<file path="src/rtl/id_issue_pkg.sv">
// Shared decode/issue definitions: ALU op codes, RV32I opcode fields and the
// decoded bundle handed to EX.
package id_issue_pkg;

  localparam int unsigned XLEN     = 32;
  localparam int unsigned REG_AW   = 5;
  localparam int unsigned ALU_OP_W = 4;

  localparam logic [ALU_OP_W-1:0] ALU_OP_ADD         = 4'd0;
  localparam logic [ALU_OP_W-1:0] ALU_OP_SUB         = 4'd1;
  localparam logic [ALU_OP_W-1:0] ALU_OP_AND         = 4'd2;
  localparam logic [ALU_OP_W-1:0] ALU_OP_OR          = 4'd3;
  localparam logic [ALU_OP_W-1:0] ALU_OP_XOR         = 4'd4;
  localparam logic [ALU_OP_W-1:0] ALU_OP_LT          = 4'd5;
  localparam logic [ALU_OP_W-1:0] ALU_OP_NONE        = 4'd6;
  localparam logic [ALU_OP_W-1:0] ALU_OP_SHIFT_LEFT  = 4'd7;
  localparam logic [ALU_OP_W-1:0] ALU_OP_SHIFT_RIGHT = 4'd8;

  localparam logic [6:0] OPC_R      = 7'b0110011;
  localparam logic [6:0] OPC_I_ALU  = 7'b0010011;
  localparam logic [6:0] OPC_LOAD   = 7'b0000011;
  localparam logic [6:0] OPC_STORE  = 7'b0100011;
  localparam logic [6:0] OPC_BRANCH = 7'b1100011;

  localparam logic [2:0] F3_ADD_SUB = 3'b000;
  localparam logic [2:0] F3_SLL     = 3'b001;
  localparam logic [2:0] F3_SLT     = 3'b010;
  localparam logic [2:0] F3_XOR     = 3'b100;
  localparam logic [2:0] F3_SRL     = 3'b101;
  localparam logic [2:0] F3_OR      = 3'b110;
  localparam logic [2:0] F3_AND     = 3'b111;
  localparam logic [2:0] F3_LW      = 3'b010;
  localparam logic [2:0] F3_SW      = 3'b010;
  localparam logic [2:0] F3_BEQ     = 3'b000;
  localparam logic [2:0] F3_BNE     = 3'b001;

  localparam logic [6:0] F7_ZERO = 7'b0000000;
  localparam logic [6:0] F7_ALT  = 7'b0100000;

  typedef struct packed {
    logic [ALU_OP_W-1:0] aluop;
    logic                alusrc;
    logic [XLEN-1:0]     imme;
    logic                memwrite;
    logic                memread;
    logic                regwrite;
    logic                branch;
    logic                branch_ne;
    logic                illegal;
    logic [REG_AW-1:0]   rs1;
    logic [REG_AW-1:0]   rs2;
    logic [REG_AW-1:0]   rd;
  } id_bundle_t;

  localparam id_bundle_t BUNDLE_RST = '{aluop: ALU_OP_NONE, default: '0};

  function automatic logic [XLEN-1:0] sext12(input logic [11:0] v);
    return {{(XLEN-12){v[11]}}, v};
  endfunction

endpackage

</file>
<file path="src/rtl/id_issue_if.sv">
// Fetch-side and EX-side handshake bundle of the decode/issue stage.
interface id_issue_if;
  import id_issue_pkg::*;

  logic [XLEN-1:0]     IF_inst;
  logic                IF_valid;
  logic                IF_ready;
  logic                ID_flush;
  logic                ID_valid;
  logic                ID_ready;
  logic [ALU_OP_W-1:0] ID_aluop;
  logic                ID_alusrc;
  logic [XLEN-1:0]     ID_imme;
  logic                ID_memwrite;
  logic                ID_memread;
  logic                ID_regwrite;
  logic                ID_branch;
  logic                ID_branch_ne;
  logic                ID_illegal;
  logic [REG_AW-1:0]   ID_rs1;
  logic [REG_AW-1:0]   ID_rs2;
  logic [REG_AW-1:0]   ID_rd;

  modport master (
    output IF_inst, IF_valid, ID_flush, ID_ready,
    input  IF_ready, ID_valid, ID_aluop, ID_alusrc, ID_imme, ID_memwrite,
           ID_memread, ID_regwrite, ID_branch, ID_branch_ne, ID_illegal,
           ID_rs1, ID_rs2, ID_rd
  );

  modport slave (
    input  IF_inst, IF_valid, ID_flush, ID_ready,
    output IF_ready, ID_valid, ID_aluop, ID_alusrc, ID_imme, ID_memwrite,
           ID_memread, ID_regwrite, ID_branch, ID_branch_ne, ID_illegal,
           ID_rs1, ID_rs2, ID_rd
  );

endinterface

</file>
<file path="src/rtl/id_decode.sv">
// Purely combinational RV32I subset decoder producing the EX control bundle.
module id_decode
  import id_issue_pkg::*;
(
  input  logic [XLEN-1:0] inst,
  output id_bundle_t      bundle_c
);

  logic [6:0]          opcode;
  logic [2:0]          f3;
  logic [6:0]          f7;
  logic [XLEN-1:0]     imm_i;
  logic [XLEN-1:0]     imm_s;
  logic [XLEN-1:0]     imm_b;
  logic [XLEN-1:0]     imm_sh;

  logic                legal;
  logic [ALU_OP_W-1:0] aluop;
  logic                alusrc;
  logic [XLEN-1:0]     imme;
  logic                memwrite;
  logic                memread;
  logic                regwrite;
  logic                branch;
  logic                branch_ne;

  assign opcode = inst[6:0];
  assign f3     = inst[14:12];
  assign f7     = inst[31:25];
  assign imm_i  = sext12(inst[31:20]);
  assign imm_s  = sext12({inst[31:25], inst[11:7]});
  assign imm_b  = {{(XLEN-13){inst[31]}}, inst[31], inst[7], inst[30:25], inst[11:8], 1'b0};
  assign imm_sh = {(XLEN-5)'(0), inst[24:20]};

  always_comb begin
    legal     = 1'b0;
    aluop     = ALU_OP_NONE;
    alusrc    = 1'b0;
    imme      = '0;
    memwrite  = 1'b0;
    memread   = 1'b0;
    regwrite  = 1'b0;
    branch    = 1'b0;
    branch_ne = 1'b0;

    case (opcode)
      OPC_R: begin
        legal    = 1'b1;
        regwrite = 1'b1;
        case (f3)
          F3_ADD_SUB: begin
            if (f7 == F7_ZERO)     aluop = ALU_OP_ADD;
            else if (f7 == F7_ALT) aluop = ALU_OP_SUB;
            else                   legal = 1'b0;
          end
          F3_AND: aluop = ALU_OP_AND;
          F3_OR:  aluop = ALU_OP_OR;
          F3_XOR: aluop = ALU_OP_XOR;
          F3_SLT: aluop = ALU_OP_LT;
          F3_SLL: begin
            if (f7 == F7_ZERO) aluop = ALU_OP_SHIFT_LEFT;
            else               legal = 1'b0;
          end
          F3_SRL: begin
            if (f7 == F7_ZERO) aluop = ALU_OP_SHIFT_RIGHT;
            else               legal = 1'b0;
          end
          default: legal = 1'b0;
        endcase
      end
      OPC_I_ALU: begin
        legal    = 1'b1;
        alusrc   = 1'b1;
        regwrite = 1'b1;
        imme     = imm_i;
        case (f3)
          F3_ADD_SUB: aluop = ALU_OP_ADD;
          F3_AND:     aluop = ALU_OP_AND;
          F3_OR:      aluop = ALU_OP_OR;
          F3_XOR:     aluop = ALU_OP_XOR;
          F3_SLT:     aluop = ALU_OP_LT;
          // Immediate shifts carry only a shamt; srai-style upper bits are rejected.
          F3_SLL: begin
            imme = imm_sh;
            if (f7 == F7_ZERO) aluop = ALU_OP_SHIFT_LEFT;
            else               legal = 1'b0;
          end
          F3_SRL: begin
            imme = imm_sh;
            if (f7 == F7_ZERO) aluop = ALU_OP_SHIFT_RIGHT;
            else               legal = 1'b0;
          end
          default: legal = 1'b0;
        endcase
      end
      OPC_LOAD: begin
        if (f3 == F3_LW) begin
          legal    = 1'b1;
          aluop    = ALU_OP_ADD;
          alusrc   = 1'b1;
          memread  = 1'b1;
          regwrite = 1'b1;
          imme     = imm_i;
        end
      end
      OPC_STORE: begin
        if (f3 == F3_SW) begin
          legal    = 1'b1;
          aluop    = ALU_OP_ADD;
          alusrc   = 1'b1;
          memwrite = 1'b1;
          imme     = imm_s;
        end
      end
      OPC_BRANCH: begin
        if (f3 == F3_BEQ || f3 == F3_BNE) begin
          legal     = 1'b1;
          aluop     = ALU_OP_SUB;
          branch    = 1'b1;
          branch_ne = f3[0];
          imme      = imm_b;
        end
      end
      default: legal = 1'b0;
    endcase

    bundle_c     = BUNDLE_RST;
    bundle_c.rs1 = inst[19:15];
    bundle_c.rs2 = inst[24:20];
    bundle_c.rd  = inst[11:7];
    if (legal) begin
      bundle_c.aluop     = aluop;
      bundle_c.alusrc    = alusrc;
      bundle_c.imme      = imme;
      bundle_c.memwrite  = memwrite;
      bundle_c.memread   = memread;
      bundle_c.regwrite  = regwrite;
      bundle_c.branch    = branch;
      bundle_c.branch_ne = branch_ne;
    end else begin
      bundle_c.illegal   = 1'b1;
    end
  end

endmodule

</file>
<file path="src/rtl/id_issue.sv">
// Registered decode/issue stage: valid/ready intake, output register, flush.
// Define ID_SKID_EN for a 1-entry skid register and a registered IF_ready.
module id_issue
  import id_issue_pkg::*;
#(
  parameter bit NOP_ILLEGAL = 1'b1
) (
  input  logic        clk,
  input  logic        rst,
  id_issue_if.slave   bus
);

  id_bundle_t dec_c;
  id_bundle_t out_q;
  logic       out_valid_q;
  logic       if_ready_c;
  logic       out_free_c;
  logic       accept_c;
  logic       keep_c;

  id_decode u_decode (
    .inst     (bus.IF_inst),
    .bundle_c (dec_c)
  );

  assign out_free_c = ~out_valid_q | bus.ID_ready;
  assign accept_c   = bus.IF_valid & if_ready_c;
  // Dropped illegal words are consumed from fetch but never stored.
  assign keep_c     = accept_c & (NOP_ILLEGAL | ~dec_c.illegal);

`ifdef ID_SKID_EN
  id_bundle_t skid_q;
  logic       skid_valid_q;
  logic       if_ready_q;

  // Flush overrides the registered ready so nothing is accepted and then discarded.
  assign if_ready_c = if_ready_q & ~bus.ID_flush;

  always_ff @(posedge clk or posedge rst) begin
    if (rst) begin
      out_q        <= BUNDLE_RST;
      out_valid_q  <= 1'b0;
      skid_q       <= BUNDLE_RST;
      skid_valid_q <= 1'b0;
      if_ready_q   <= 1'b1;
    end else if (bus.ID_flush) begin
      out_valid_q  <= 1'b0;
      skid_valid_q <= 1'b0;
      if_ready_q   <= 1'b1;
    end else if (out_free_c) begin
      if (skid_valid_q) begin
        out_q        <= skid_q;
        out_valid_q  <= 1'b1;
        skid_valid_q <= 1'b0;
        if_ready_q   <= 1'b1;
      end else begin
        out_valid_q  <= keep_c;
        if (keep_c) out_q <= dec_c;
      end
    end else if (keep_c) begin
      skid_q       <= dec_c;
      skid_valid_q <= 1'b1;
      if_ready_q   <= 1'b0;
    end
  end
`else
  assign if_ready_c = out_free_c & ~bus.ID_flush;

  always_ff @(posedge clk or posedge rst) begin
    if (rst) begin
      out_q       <= BUNDLE_RST;
      out_valid_q <= 1'b0;
    end else if (bus.ID_flush) begin
      out_valid_q <= 1'b0;
    end else if (out_free_c) begin
      out_valid_q <= keep_c;
      if (keep_c) out_q <= dec_c;
    end
  end
`endif

  assign bus.IF_ready     = if_ready_c;
  assign bus.ID_valid     = out_valid_q;
  assign bus.ID_aluop     = out_q.aluop;
  assign bus.ID_alusrc    = out_q.alusrc;
  assign bus.ID_imme      = out_q.imme;
  assign bus.ID_memwrite  = out_q.memwrite;
  assign bus.ID_memread   = out_q.memread;
  assign bus.ID_regwrite  = out_q.regwrite;
  assign bus.ID_branch    = out_q.branch;
  assign bus.ID_branch_ne = out_q.branch_ne;
  assign bus.ID_illegal   = out_q.illegal;
  assign bus.ID_rs1       = out_q.rs1;
  assign bus.ID_rs2       = out_q.rs2;
  assign bus.ID_rd        = out_q.rd;

endmodule

</file>
<file path="src/flat_wrapper.sv">
// flat-port wrapper written by rule: the top's interface ports become plain ports
module id_issue_flat import id_issue_pkg::*;
#(
  parameter bit NOP_ILLEGAL = 1'b1
)
  (clk, rst, bus_IF_inst, bus_IF_valid, bus_ID_flush, bus_ID_ready, bus_IF_ready, bus_ID_valid, bus_ID_aluop, bus_ID_alusrc, bus_ID_imme, bus_ID_memwrite, bus_ID_memread, bus_ID_regwrite, bus_ID_branch, bus_ID_branch_ne, bus_ID_illegal, bus_ID_rs1, bus_ID_rs2, bus_ID_rd);
  id_issue_if bus_i ();
  input  logic clk;
  input  logic rst;
  input wire logic [$bits(bus_i.IF_inst)-1:0] bus_IF_inst;
  input wire logic [$bits(bus_i.IF_valid)-1:0] bus_IF_valid;
  input wire logic [$bits(bus_i.ID_flush)-1:0] bus_ID_flush;
  input wire logic [$bits(bus_i.ID_ready)-1:0] bus_ID_ready;
  output wire logic [$bits(bus_i.IF_ready)-1:0] bus_IF_ready;
  output wire logic [$bits(bus_i.ID_valid)-1:0] bus_ID_valid;
  output wire logic [$bits(bus_i.ID_aluop)-1:0] bus_ID_aluop;
  output wire logic [$bits(bus_i.ID_alusrc)-1:0] bus_ID_alusrc;
  output wire logic [$bits(bus_i.ID_imme)-1:0] bus_ID_imme;
  output wire logic [$bits(bus_i.ID_memwrite)-1:0] bus_ID_memwrite;
  output wire logic [$bits(bus_i.ID_memread)-1:0] bus_ID_memread;
  output wire logic [$bits(bus_i.ID_regwrite)-1:0] bus_ID_regwrite;
  output wire logic [$bits(bus_i.ID_branch)-1:0] bus_ID_branch;
  output wire logic [$bits(bus_i.ID_branch_ne)-1:0] bus_ID_branch_ne;
  output wire logic [$bits(bus_i.ID_illegal)-1:0] bus_ID_illegal;
  output wire logic [$bits(bus_i.ID_rs1)-1:0] bus_ID_rs1;
  output wire logic [$bits(bus_i.ID_rs2)-1:0] bus_ID_rs2;
  output wire logic [$bits(bus_i.ID_rd)-1:0] bus_ID_rd;
  assign bus_i.IF_inst = bus_IF_inst;
  assign bus_i.IF_valid = bus_IF_valid;
  assign bus_i.ID_flush = bus_ID_flush;
  assign bus_i.ID_ready = bus_ID_ready;
  assign bus_IF_ready = bus_i.IF_ready;
  assign bus_ID_valid = bus_i.ID_valid;
  assign bus_ID_aluop = bus_i.ID_aluop;
  assign bus_ID_alusrc = bus_i.ID_alusrc;
  assign bus_ID_imme = bus_i.ID_imme;
  assign bus_ID_memwrite = bus_i.ID_memwrite;
  assign bus_ID_memread = bus_i.ID_memread;
  assign bus_ID_regwrite = bus_i.ID_regwrite;
  assign bus_ID_branch = bus_i.ID_branch;
  assign bus_ID_branch_ne = bus_i.ID_branch_ne;
  assign bus_ID_illegal = bus_i.ID_illegal;
  assign bus_ID_rs1 = bus_i.ID_rs1;
  assign bus_ID_rs2 = bus_i.ID_rs2;
  assign bus_ID_rd = bus_i.ID_rd;
  id_issue #(.NOP_ILLEGAL(NOP_ILLEGAL)) u_core (.clk(clk), .rst(rst), .bus(bus_i));
endmodule
</file>
<file path="config.mk">
export PLATFORM = sky130hd
export DESIGN_NAME = id_issue_flat
export DESIGN_NICKNAME = d
export VERILOG_FILES = /design/src/rtl/id_issue_pkg.sv /design/src/rtl/id_issue_if.sv /design/src/rtl/id_decode.sv /design/src/rtl/id_issue.sv /design/src/flat_wrapper.sv
export SDC_FILE = /design/constraint.sdc
export NUM_CORES = 1
export LEC_CHECK = 0
export CORE_ASPECT_RATIO = 0.6
export CORE_UTILIZATION = 42
export CTS_CLUSTER_DIAMETER = 100
export CTS_CLUSTER_SIZE = 16
export DETAILED_ROUTE_END_ITERATION = 12
export GPL_ROUTABILITY_DRIVEN = 0
export PLACE_DENSITY_LB_ADDON = 0.15
export RECOVER_POWER = 50
export SYNTH_ARGS = -nofsm -noshare
export SYNTH_HDL_FRONTEND = slang
export SYNTH_SLANG_ARGS = --single-unit
</file>
<file path="constraint.sdc">
create_clock -name clk -period 1.7 [get_ports clk]
set_input_delay 0.425 -clock clk [delete_from_list [all_inputs] [get_ports clk]]
set_output_delay 0.425 -clock clk [all_outputs]
set_load 0.1 [all_outputs]
</file>
==> results.md <==
* Share of the synthesized area in the top cell type at 0.429
* Unrepaired setup endpoints after global routing: true
* Crit path largest cell delay at around 0.42 ns
* Post-synthesis sequential area ratio at 0.453
* Clock Latency Late Sink at about 0.30 ns
* Crit path max fanout at 5
* Congestion Overflow GR at 0
* DR vias at about 2500
* Clk buf depth at 2
* Die Height at about 58 µm
* Syn Inst Count at roughly 260
* WHS at 0.433 ns
* Worst relative slew slack at 0.354
* Clock transition at path regs at around 0.070 ns
* Final hold vios at 0
* Pleak at approximately 1.8 nW
* WL/cell at ~18 µm
* Async SR Flop Fraction at 1.00
* Worst-path cell chain: buf_6 > or2_1 > or3_4 > o32ai_4 > nor2_4 > buf_6 > a21bo_1
* Place WS at -0.857 ns
* Mean Syn Cell Area at between 8 and 9 µm²
* Cell Area, Synth at about 2200 µm²
* Ys Warns at 0
* Placeable core area at between 5000 and 6000 µm²
* Antenna Diode Count at 0
* Slowest stage cell, crit path: or3_4
* Vias in the first global route at 2397
* Failing checks: setup timing
* Top cell by count, worst path: buf_6
* Fmax at between 500 and 600 MHz
* Nets@finish at 416
* Total detailed-routing wirelength at approximately 8000 µm
* CTS tree: yes
* Largest net degree at the start of global routing at 41
* Dpl cell area at about 4000 µm²
* Area contributors post-synth: dfrtp_1 43%, nand2_1 12%, buf_4 6.4%
* Hold Buf Count CTS at 0
* Setup Viol. Count Final at 15
* # IOs at between 90 and 100
* Clk sinks at 40
* Worst Setup End Kind: flip-flop
* Die area at roughly 5600 µm²
* Synth Flop Type: dfrtp_1
* Power Total at approximately 2.8 mW
* Root buf cell: clkbuf_8
* Syn Nets at approximately 300
* Initial DRC count at roughly 250
* Initial antenna violation count at 0
* First-pass GRT wire length at roughly 12000 µm
* Final instance area at about 4000 µm²
* Max Clock Skew at around 0.0040 ns
* CP bufs+invs at 2
* Worst Hold Class: in -> reg
* Tmin final at 1.77 ns
* IO buf count at 96
* DR pass1 iterations at 6
* CTS Buf Count at 5
* DR vias/cell at roughly 5.6
* Worst vdd ir at between 500 and 600 µV
* Share of cells above drive strength 1 at 0.424
* Status: finished, violations left
* Power Dens Cells at 710 nW/µm²
* Slew Limit Fails at 0
* Post-synth EDFFs at 0
* Post-DP HPWL at 5310 µm
* Total negative setup slack at -0.519 ns
* Maxcap violations at 0
* Die Wd at ~96 µm
* Worst Setup Start Kind: input pin
* DRC Markers at 0
* Data arrival time of the critical path at 2.00 ns
* Row cnt at 20
* Fillers at roughly 300
* Starting Density at 0.436
* Worst endpoint required time at approximately 1.9 ns
* Tightest Pin Transition at around 0.97 ns
* Area grow syn2layout at 79.8%
* Area leader, netlist: dfrtp_1
* WS Path Type: in -> reg
* Routed Antenna Nets at 0
* Family with the most delay on the worst path: simple AND/OR/NAND/NOR gates
* Tcrit/Tclk final at 1.04
* Setup ws final at -0.0730 ns
* Gr usage total at 0.287
* H-tree Lvls at 2
* Post-synthesis cell type count at between 40 and 50
* Post-synthesis register bit count at 40
-- repair_timing --
item / 4_1_cts / 5_1_grt
pin swaps: 10 / 7
gates resized for setup: 67 / 10
cloned: 2 / 0
setup buffers: 7 / 3
setup endpoints to repair: 22 / 18
-- metrics by stage --
stage	util	instances
after floorplan	-	258
after detailed placement	0.790	426
after global routing	0.785	446
after global placement	0.790	426
after CTS	0.837	443
final	0.785	446
-- per-layer routing --
metal | share of wire | vias up | global-route usage | routed length [µm]
met2 | 0.47 | 158 | 0.449 | 3710
met3 | 0.086 | 24 | 0.0643 | 687
met5 | 0 | - | 0 | 0
met1 | 0.42 | 1215 | 0.401 | 3370
met4 | 0.022 | 0 | 0.0832 | 174
li1 | - | 1105 | - | -
-- where the power goes --
| part | total [mW] | switching (mW) | internal, mW | leakage, nW |
|---|---|---|---|---|
| clock | 0.767 | 0.331 | 0.436 | 0.0552 |
| sequential | 1.06 | 0.0435 | 1.02 | 0.521 |
| combinational | 1.00 | 0.711 | 0.294 | 1.22 |
| total | 2.83 | 1.09 | 1.75 | 1.80 |
-- cell families (layout without fill, tap and decap cells) --
family | after synthesis | count (layout) | share of synthesized area
AOI/OAI and AO/OA | 46 | 46 | 0.148
buffers and inverters | 44 | 165 | 0.115
DFF | 40 | 40 | 0.453
muxes | 1 | 1 | 0.00508
and+or+nand+nor | 127 | 128 | 0.279
-- sequential cells by signal (all words and copies together) (netlist names) --
register and cells:
u_core.bus.ID_imme 13, u_core.bus.ID_alusrc 1, u_core.bus.ID_rd 5, u_core.bus.ID_memread 1, u_core.bus.ID_rs1 5, u_core.bus.ID_illegal 1, u_core.bus.ID_branch 1, u_core.bus.ID_rs2 5
u_core.bus.ID_branch_ne 1, u_core.bus.ID_valid 1, u_core.bus.ID_aluop 4, u_core.bus.ID_regwrite 1, u_core.bus.ID_memwrite 1
-- synth_stat cells, types with 2 or more instances --
library cell,number
nand2_1,69
buf_4,19
nor2b_1,3
a21oi_1,10
nand4_1,10
inv_1,9
dfstp_2,2
o21ai_1,10
dfrtp_1,38
buf_2,3
o31ai_1,6
o41ai_1,2
buf_6,2
nor3b_1,2
o21ai_0,5
nor2_1,15
nand2b_1,4
nand3_1,5
nor3_1,6
clkbuf_1,9
-- worst min-delay path, stage by stage --
cell and delay, ns:
clkbuf_2 0.11, nand4_1 0.09, o21ai_1 0.07
-- path summary, 6_finish.rpt --
| path | slack (ns) | to | depth (start not counted) | startpoint |
|---|---|---|---|---|
| max reg2reg | 0.03 | u_core.bus.ID_aluop[2] | 6 | u_core.bus.ID_valid |
| max | -0.07 | u_core.bus.ID_aluop[1] | 7 | bus_IF_inst[6] |
| min in group asynchronous | 0.74 | u_core.bus.ID_rs1[3] | 3 | rst |
| min reg2reg | 0.49 | u_core.bus.ID_rs2[3] | 2 | u_core.bus.ID_rs2[3] |
| max in group asynchronous | 0.25 | u_core.bus.ID_valid | 3 | rst |
| min | 0.43 | u_core.bus.ID_imme[6] | 3 | bus_IF_inst[26] |
-- cells in the final DEF, fill, tap and decap left out, types with 4 or more instances in the layout --
master	instances
a21oi_1	8
buf_12	42
buf_2	9
buf_4	45
buf_6	5
clkbuf_2	19
clkbuf_8	5
clkdlybuf4s50_1	17
dfrtp_1	36
dlygate4sd2_1	9
inv_1	9
nand2_1	68
nand2b_1	4
nand3_1	4
nand4_1	10
nor2_1	12
nor3_1	4
o21ai_0	5
o21ai_1	10
o31ai_1	4
-- cell type report --
type                    count  area, µm²  share of cell area
clock inverters             2       35.0             0.00879
multi-input cells         175       1120               0.280
repair buffers            147       1630               0.410
flip-flops and latches     40       1010               0.253
well taps                  66       82.6              0.0207
clock buffers               6       72.6              0.0182
inverters                  10       37.5             0.00942
No activity file was read; power rests on OpenSTA's default activity.
